`config.mk`:
```
export PLATFORM = sky130hd
export DESIGN_NAME = bcd_countdown99
export DESIGN_NICKNAME = d
export VERILOG_FILES = /design/src/rtl/bcd_countdown99.sv
export SDC_FILE = /design/constraint.sdc
export NUM_CORES = 1
export LEC_CHECK = 0
export CAP_MARGIN = 40
export CORE_AREA = 2 2 39 41
export CTS_CLUSTER_DIAMETER = 60
export DETAILED_ROUTE_END_ITERATION = 8
export DIE_AREA = 0 0 41 43
export DONT_BUFFER_PORTS = 1
export HOLD_SLACK_MARGIN = 0.08
export PLACE_DENSITY_LB_ADDON = 0.25
export SYNTH_ARGS = -nofsm -noshare
export SYNTH_HDL_FRONTEND = slang
export SYNTH_SLANG_ARGS = --single-unit
```
`constraint.sdc`:
```
create_clock -name CLK -period 1.8 [get_ports CLK]
set_input_delay 0.27 -clock CLK [delete_from_list [all_inputs] [get_ports CLK]]
set_output_delay 0.27 -clock CLK [all_outputs]
set_load 0.03 [all_outputs]
```
`src/rtl/bcd_countdown99.sv`:
```
// Two-digit BCD down-counter (99..00) with clamped parallel load, start/pause and a one-cycle DONE pulse.
// All outputs registered; a decrement lands TICK_DIV cycles after START or after the previous decrement; no backpressure.
module bcd_countdown99 #(
  parameter int TICK_DIV = 1
) (
  input  logic       CLK,
  input  logic       RST,
  input  logic       LOAD,
  input  logic [3:0] LD_HIGH,
  input  logic [3:0] LD_LOW,
  input  logic       START,
  input  logic       PAUSE,
  output logic [3:0] CNT_HIGH,
  output logic [3:0] CNT_LOW,
  output logic       BUSY,
  output logic       DONE
);

  localparam int PW = (TICK_DIV > 1) ? $clog2(TICK_DIV) : 1;
  localparam logic [PW-1:0] TICK_LAST = PW'(TICK_DIV - 1);

  typedef enum logic {IDLE, RUN} state_t;

  state_t        state;
  logic [PW-1:0] presc;

  always_ff @(posedge CLK or posedge RST) begin
    if (RST) begin
      state    <= IDLE;
      presc    <= '0;
      CNT_HIGH <= 4'd0;
      CNT_LOW  <= 4'd0;
      BUSY     <= 1'b0;
      DONE     <= 1'b0;
    end else begin
      DONE <= 1'b0;
      if (LOAD) begin
        CNT_HIGH <= (LD_HIGH > 4'd9) ? 4'd9 : LD_HIGH;
        CNT_LOW  <= (LD_LOW  > 4'd9) ? 4'd9 : LD_LOW;
        state    <= IDLE;
        BUSY     <= 1'b0;
        presc    <= '0;
      end else begin
        case (state)
          IDLE: begin
            if (START) begin
              if (CNT_HIGH == 4'd0 && CNT_LOW == 4'd0) begin
                DONE <= 1'b1;
              end else begin
                state <= RUN;
                BUSY  <= 1'b1;
                presc <= '0;
              end
            end
          end
          RUN: begin
            if (!PAUSE) begin
              if (presc == TICK_LAST) begin
                presc <= '0;
                if (CNT_LOW == 4'd0) begin
                  CNT_LOW  <= 4'd9;
                  CNT_HIGH <= CNT_HIGH - 4'd1;
                end else begin
                  CNT_LOW <= CNT_LOW - 4'd1;
                end
                // 01 -> 00 is the terminal step; RUN never holds 00, so no wrap is possible
                if (CNT_HIGH == 4'd0 && CNT_LOW == 4'd1) begin
                  state <= IDLE;
                  BUSY  <= 1'b0;
                  DONE  <= 1'b1;
                end
              end else begin
                presc <= presc + 1'b1;
              end
            end
          end
          default: state <= IDLE;
        endcase
      end
    end
  end

endmodule
```
==> results of run 1 <==
==> cells in the final DEF, fill, tap and decap left out, types with 3 or more instances in the layout <==
master	count
nor2_1	4
nand2b_1	3
o21ai_0	8
buf_4	8
clkbuf_4	3
inv_1	6
dfrtp_1	10
nand3b_1	3
==> cell usage after synthesis <==
master     number
xnor2_1         1
a21oi_1         2
buf_2           1
a22oi_1         1
a221oi_1        1
o31a_1          1
mux2i_1         1
o311ai_0        1
nor4_1          1
a32o_1          1
nand3_1         2
nor3_1          1
nand4_1         1
and3_1          1
clkbuf_1        1
or4_1           1
o21a_1          1
buf_6           1
nand2b_1        3
nand3b_1        3
nor2_1          4
inv_1           6
o31ai_1         1
nand2_1         2
a31oi_1         2
a211oi_1        1
or2_0           1
nor3b_1         1
or4b_1          1
o2bb2ai_1       1
nor2b_1         2
o21ai_0         8
nor4b_1         1
ha_1            2
or3_1           1
dfrtp_1        11
o21ba_2         1
==> state kept, by name, summed over array words and instances, names as in the netlist <==
| name | cells |
|---|---|
| BUSY | 1 |
| CNT_HIGH | 4 |
| CNT_LOW | 4 |
| DONE | 1 |
| state | 1 |
==> metrics by stage <==
stage	power (uW)	utilization [%]	instance area (sq um)	instances	hold slack, ns
4_1_cts	628.6	55.88	773.2	99	0.09275
6_report	627.1	55.88	773.2	99	0.09246
3_5_place_dp	454.1	52.53	726.9	93	0.1735
3_3_place_gp	451.7	52.53	726.9	93	0.1713
2_1_floorplan	416.1	-	666.9	72	0.1224
5_1_grt	668.4	55.88	773.2	99	0.09625
==> routing by layer <==
layer | vias to the layer above | GRT usage (%) | part of all wire (%)
met1 | 270 | 30.23 | 43
li1 | 288 | - | -
met3 | 4 | 7.330 | 5.3
met4 | 0 | 10.00 | 2.1
met5 | - | 0 | 0
met2 | 17 | 30.94 | 50
==> critical path, cell delays in order (launching register included) <==
cell	delay, ns
dfrtp_1	0.38
or4b_1	0.63
or4_1	0.45
a31oi_1	0.14
==> layout make-up <==
| class | count | area (sq um) |
|---|---|---|
| Clock buffer | 4 | 26.28 |
| Fill cell | 131 | 610.6 |
| Inverter | 6 | 22.52 |
| Multi-Input combinational cell | 52 | 347.8 |
| Sequential cell | 11 | 276.5 |
| Tap cell | 16 | 20.02 |
| Timing Repair Buffer | 10 | 80.08 |
==> worst paths after layout <==
check	cells after the start	slack [ns]	endpoint
worst max-delay path	3	0.13	CNT_HIGH[3]$_DFFE_PP0P_
min in group asynchronous	2	0.42	CNT_HIGH[1]$_DFFE_PP0P_
worst max register to register	3	0.13	CNT_HIGH[3]$_DFFE_PP0P_
worst min register to register	2	0.65	state$_DFF_PP0_
worst min-delay path	1	0.09	CNT_LOW[2]$_DFFE_PP0P_
max in group asynchronous	2	1.06	CNT_LOW[0]$_DFFE_PP0P_
==> logic make-up (layout without fill, tap and decap cells) <==
logic type | Yosys count | count (layout)
XOR/XNOR | 1 | 1
adder cells (fa/ha/maj) | 2 | 2
buffers and inverters | 9 | 20
multiplexers | 1 | 1
AND/OR/NAND/NOR | 26 | 26
AO/OA/AOI/OAI | 22 | 22
flip-flops | 11 | 11
==> power by group <==
| part | internal [uW] | switching, uW |
|---|---|---|
| clock | 85.9 | 87.2 |
| sequential | 268 | 23.2 |
| combinational | 63.8 | 98.5 |
==> timing repair <==
action                    in CTS  in global routing
hold buffers                   2                  0
gates resized for setup        0                  0
hold endpoints to repair      14                  0
==> results_dict.tcl, run 1 <==
set metrics [dict create \
    nets 99 \
    die_h_um 43 \
    worst-setup-path-type "reg2reg" \
    grt_usage_pct 22.21 \
    setup_viol 0 \
    grt_antenna_before_repair 0 \
    clk_pin_slew_ns 0.07 \
    htree_levels 1 \
    rows 14 \
    layout_min_cycle_time_ns 1.667 \
    maxCapViolCount 0 \
    critical_path_peak_fanout 7 \
    io_buffer_count 0 \
    yosysWarnings 0 \
    fp.dieArea_sq_mm 0.001763 \
    pre_cts_slack_ns 0.1716 \
    post-route-period-util_pct 92.61 \
    cts_setup_buffers 0 \
    status "complete, no violations" \
    drt_iter0_markers 17 \
    synth-xor-area-share_pct 1.316 \
    grt_pass1_wl_um 2608 \
    place_hpwl_um 1061 \
    clock_tree.root_cell "clkbuf_4" \
    ys_seq_area_share_pct 41.35 \
    coreArea_sq_mm 0.001384 \
    finalHoldViolations 0 \
    dr.pass1.iters 4 \
    synth_area_sq_um 665.6 \
    postRouteAntennaNets 0 \
    cp-start-kind "register" \
    ir_worst_vdd_mv 0.3744 \
    clkLatencyLatePin_ns 0.27 \
    relSlewSlack_pct 70.30 \
    cp-startpoint "CNT_LOW[1]$_DFFE_PP0P_" \
    drive_gt1_share_pct 15.66 \
    cp.arrival_ns 1.86 \
    synth.distinct_cells 37 \
    gp_congestion 0.8062 \
    synthMuxAreaShare_pct 1.504 \
    synth-compound-area-share_pct 22.18 \
    fin_setup_tns_ns 0 \
    cts_sinks 11 \
    synthAdderAreaFrac_pct 3.759 \
    p_per_area_mw_per_mm2 811.0 \
    max_freq_mhz 599.9 \
    postSynthCellCount 72 \
    synth_top_family_by_area "simple AND/OR/NAND/NOR gates" \
    synth_simple_gate_area_share_pct 23.50 \
    initial_core_util_pct 48.10 \
    grt_pass1_vias 588 \
    gr-total-overflow 0 \
    die_x_um 41 \
    io_pins 23 \
    drc 0 \
    grt_max_degree 12 \
    synth_top_area_cell "dfrtp_1" \
    cts-buffers-inserted 3 \
    detail_route.wirelength_um 1468 \
    regToRegStartpoint "CNT_LOW[1]$_DFFE_PP0P_" \
    worst_slack_ns 0.1330 \
    synth-seq-cells 11 \
    required_ns 2.00 \
    synth.top_cell.area_share_pct 41.35 \
    power.leakage_uw 0.0003188 \
    synth_area_leaders "dfrtp_1, o21ai_0, ha_1" \
    hold_path_startpoint "LOAD" \
    fin_worst_skew_ns 0.003792 \
    rsz0062_at_grt "no" \
    slew_viol_final 0 \
    synth_fp_nets 87 \
    synth.avg_cell_area_sq_um 9.245 \
    routed_via_density 5.848 \
    worst_pin_slew_ns 0.4415 \
    n_antenna_cell 0 \
    end_kind "register" \
    cts_tree "done" \
    synthToLayoutAreaGrowth_pct 16.17 \
    hp-class "in2reg" \
    clockBufferDepth 2 \
    vias 579 \
    wire_per_inst_um 14.83 \
]
No activity file was read; power rests on OpenSTA's default activity.
==> run 2, diff against run 1 <==
SETUP_SLACK_MARGIN = 0.4   (was default)
==> results_dict.tcl, run 2 (same netlist as run 1, synthesis figures left out) <==
set metrics [dict create \
    io_buffer_count 0 \
    clockPowerShare_pct 26.9 \
    fin_area_sq_um 863.3 \
    max_freq_mhz 653.5 \
    cts_tree "done" \
    initial_core_util_pct 48.10 \
    required_ns 2.00 \
    fin_setup_tns_ns 0 \
    place_hpwl_um 1136 \
    rsz0062_at_grt "yes" \
    status "complete, no violations" \
    rows 14 \
    postRouteAntennaNets 0 \
    gr-total-overflow 0 \
    htree_levels 1 \
    worst_pin_slew_ns 0.4216 \
    io_pins 23 \
    wire_per_inst_um 15.89 \
    maxCapViolCount 0 \
    fin_worst_skew_ns 0.005900 \
    final_common_cell "buf_4" \
    dpl-instance-area_sq_um 740.7 \
    dp_cells 94 \
    p_per_area_mw_per_mm2 768.6 \
    swShare_pct 34.74 \
    p_sw_uw 230.5 \
    synthToLayoutAreaGrowth_pct 29.70 \
    nets 104 \
    gp_congestion 0.7885 \
    n_antenna_cell 0 \
    pre_cts_slack_ns 0.2269 \
    fp.dieArea_sq_mm 0.001763 \
    cts_sinks 11 \
    fillers 122 \
    power.leakage_uw 0.0003537 \
    grt_max_degree 12 \
    slew_viol_final 0 \
    hold-worst-slack_ns 0.08694 \
    crit_path_top_delay_cell "or4b_4" \
    drive_gt1_share_pct 25.00 \
    drt_iter0_markers 21 \
    layout_min_cycle_time_ns 1.530 \
    comb_power_share_pct 29.0 \
    post-route-period-util_pct 85.02 \
    grt_pass1_vias 650 \
    grt_pass1_wl_um 2787 \
    routed_via_density 5.971 \
    cts-buffers-inserted 3 \
    cpPeakStageDelay_ns 0.53 \
    setup_viol 0 \
    grt_antenna_before_repair 0 \
    coreArea_sq_mm 0.001384 \
    drc 0 \
    dr.pass1.iters 4 \
    worst_slack_ns 0.2697 \
    die_x_um 41 \
    grt_usage_pct 23.86 \
    end_kind "register" \
    cp.arrival_ns 1.74 \
    worst-setup-path-type "reg2reg" \
    vias 621 \
    clk_pin_slew_ns 0.08 \
    clockBufferDepth 2 \
    relSlewSlack_pct 71.86 \
    cp-start-kind "register" \
    ir_worst_vdd_mv 0.4391 \
    detail_route.wirelength_um 1653 \
    clkLatencyLatePin_ns 0.28 \
    crit_chain "or4b_4 -> or4_1 -> a31oi_1" \
    hp-class "in2reg" \
    critical_path_peak_fanout 3 \
    finalHoldViolations 0 \
    seq_power_share_pct 44.1 \
    layout_common_cells "buf_4, dfrtp_1, o21ai_0, inv_1, nor2_1" \
    final_cells 104 \
    p_int_uw 433.0 \
    die_h_um 43 \
    reg.largest.list "CNT_HIGH: 4 flops, CNT_LOW: 4 flops" \
    clock_tree.root_cell "clkbuf_4" \
]
-- run 2: layer usage --
layer / GRT usage (%) / vias up / routed length, um
li1: - / 300 / -
met1: 29.28 / 299 / 718
met2: 37.81 / 17 / 825
met3: 4.188 / 5 / 71
met4: 12.00 / 0 / 38
met5: 0 / - / 0
-- run 2: final cells by class --
cell class              count  area (sq um)  share of cell area, %
multi-input cells          52         394.1                  45.65
flip-flops and latches     11         276.5                  32.03
inverters                   6         22.52                  2.609
clock buffers               4         26.28                  3.043
repair buffers             15         123.9                  14.35
well taps                  16         20.02                  2.319
-- run 2: what timing repair did --
item                                    in CTS  in global routing
setup buffers                                2                  1
pin swaps                                    1                  2
gates cloned                                 0                  0
hold buffers                                 3                  0
gates resized for setup                      6                  4
endpoints found under the setup margin       6                  9
hold endpoints to repair                    13                  0
-- run 2: stage by stage --
stage / utilization (%) / power, uW
floorplan: - / 417.7
global placement: 53.53 / 455.0
detailed placement: 53.53 / 460.0
CTS: 60.58 / 652.7
global route: 62.39 / 702.8
finish: 62.39 / 663.5
-- run 2: worst paths after layout --
| kind | endpoint | startpoint | slack (ns) | cells past startpoint |
|---|---|---|---|---|
| worst max-delay path | CNT_HIGH[3]$_DFFE_PP0P_ | CNT_LOW[1]$_DFFE_PP0P_ | 0.27 | 3 |
| worst min-delay path | CNT_LOW[2]$_DFFE_PP0P_ | LOAD | 0.09 | 1 |
| worst max register to register | CNT_HIGH[3]$_DFFE_PP0P_ | CNT_LOW[1]$_DFFE_PP0P_ | 0.27 | 3 |
| worst min register to register | CNT_HIGH[3]$_DFFE_PP0P_ | CNT_HIGH[2]$_DFFE_PP0P_ | 0.68 | 3 |
| max in group asynchronous | CNT_LOW[0]$_DFFE_PP0P_ | RST | 1.06 | 2 |
| min in group asynchronous | CNT_HIGH[3]$_DFFE_PP0P_ | RST | 0.42 | 2 |
-- run 2: power groups by stage --
stage | Clock, uW | Sequential [uW] | Combinational [uW]
after floorplan | 0 | 333 | 84.4
after global placement | 0 | 296 | 159
after detailed placement | 0 | 298 | 162
after CTS | 177 | 292 | 184
after global routing | 195 | 296 | 211
final | 178 | 292 | 193
-- run 2: worst max-delay path: cells and delay by family (launching register included) --
kind             cells  cell delay [ns]
AO/OA/AOI/OAI        1             0.14
flip-flops           1             0.39
AND/OR/NAND/NOR      2             0.94
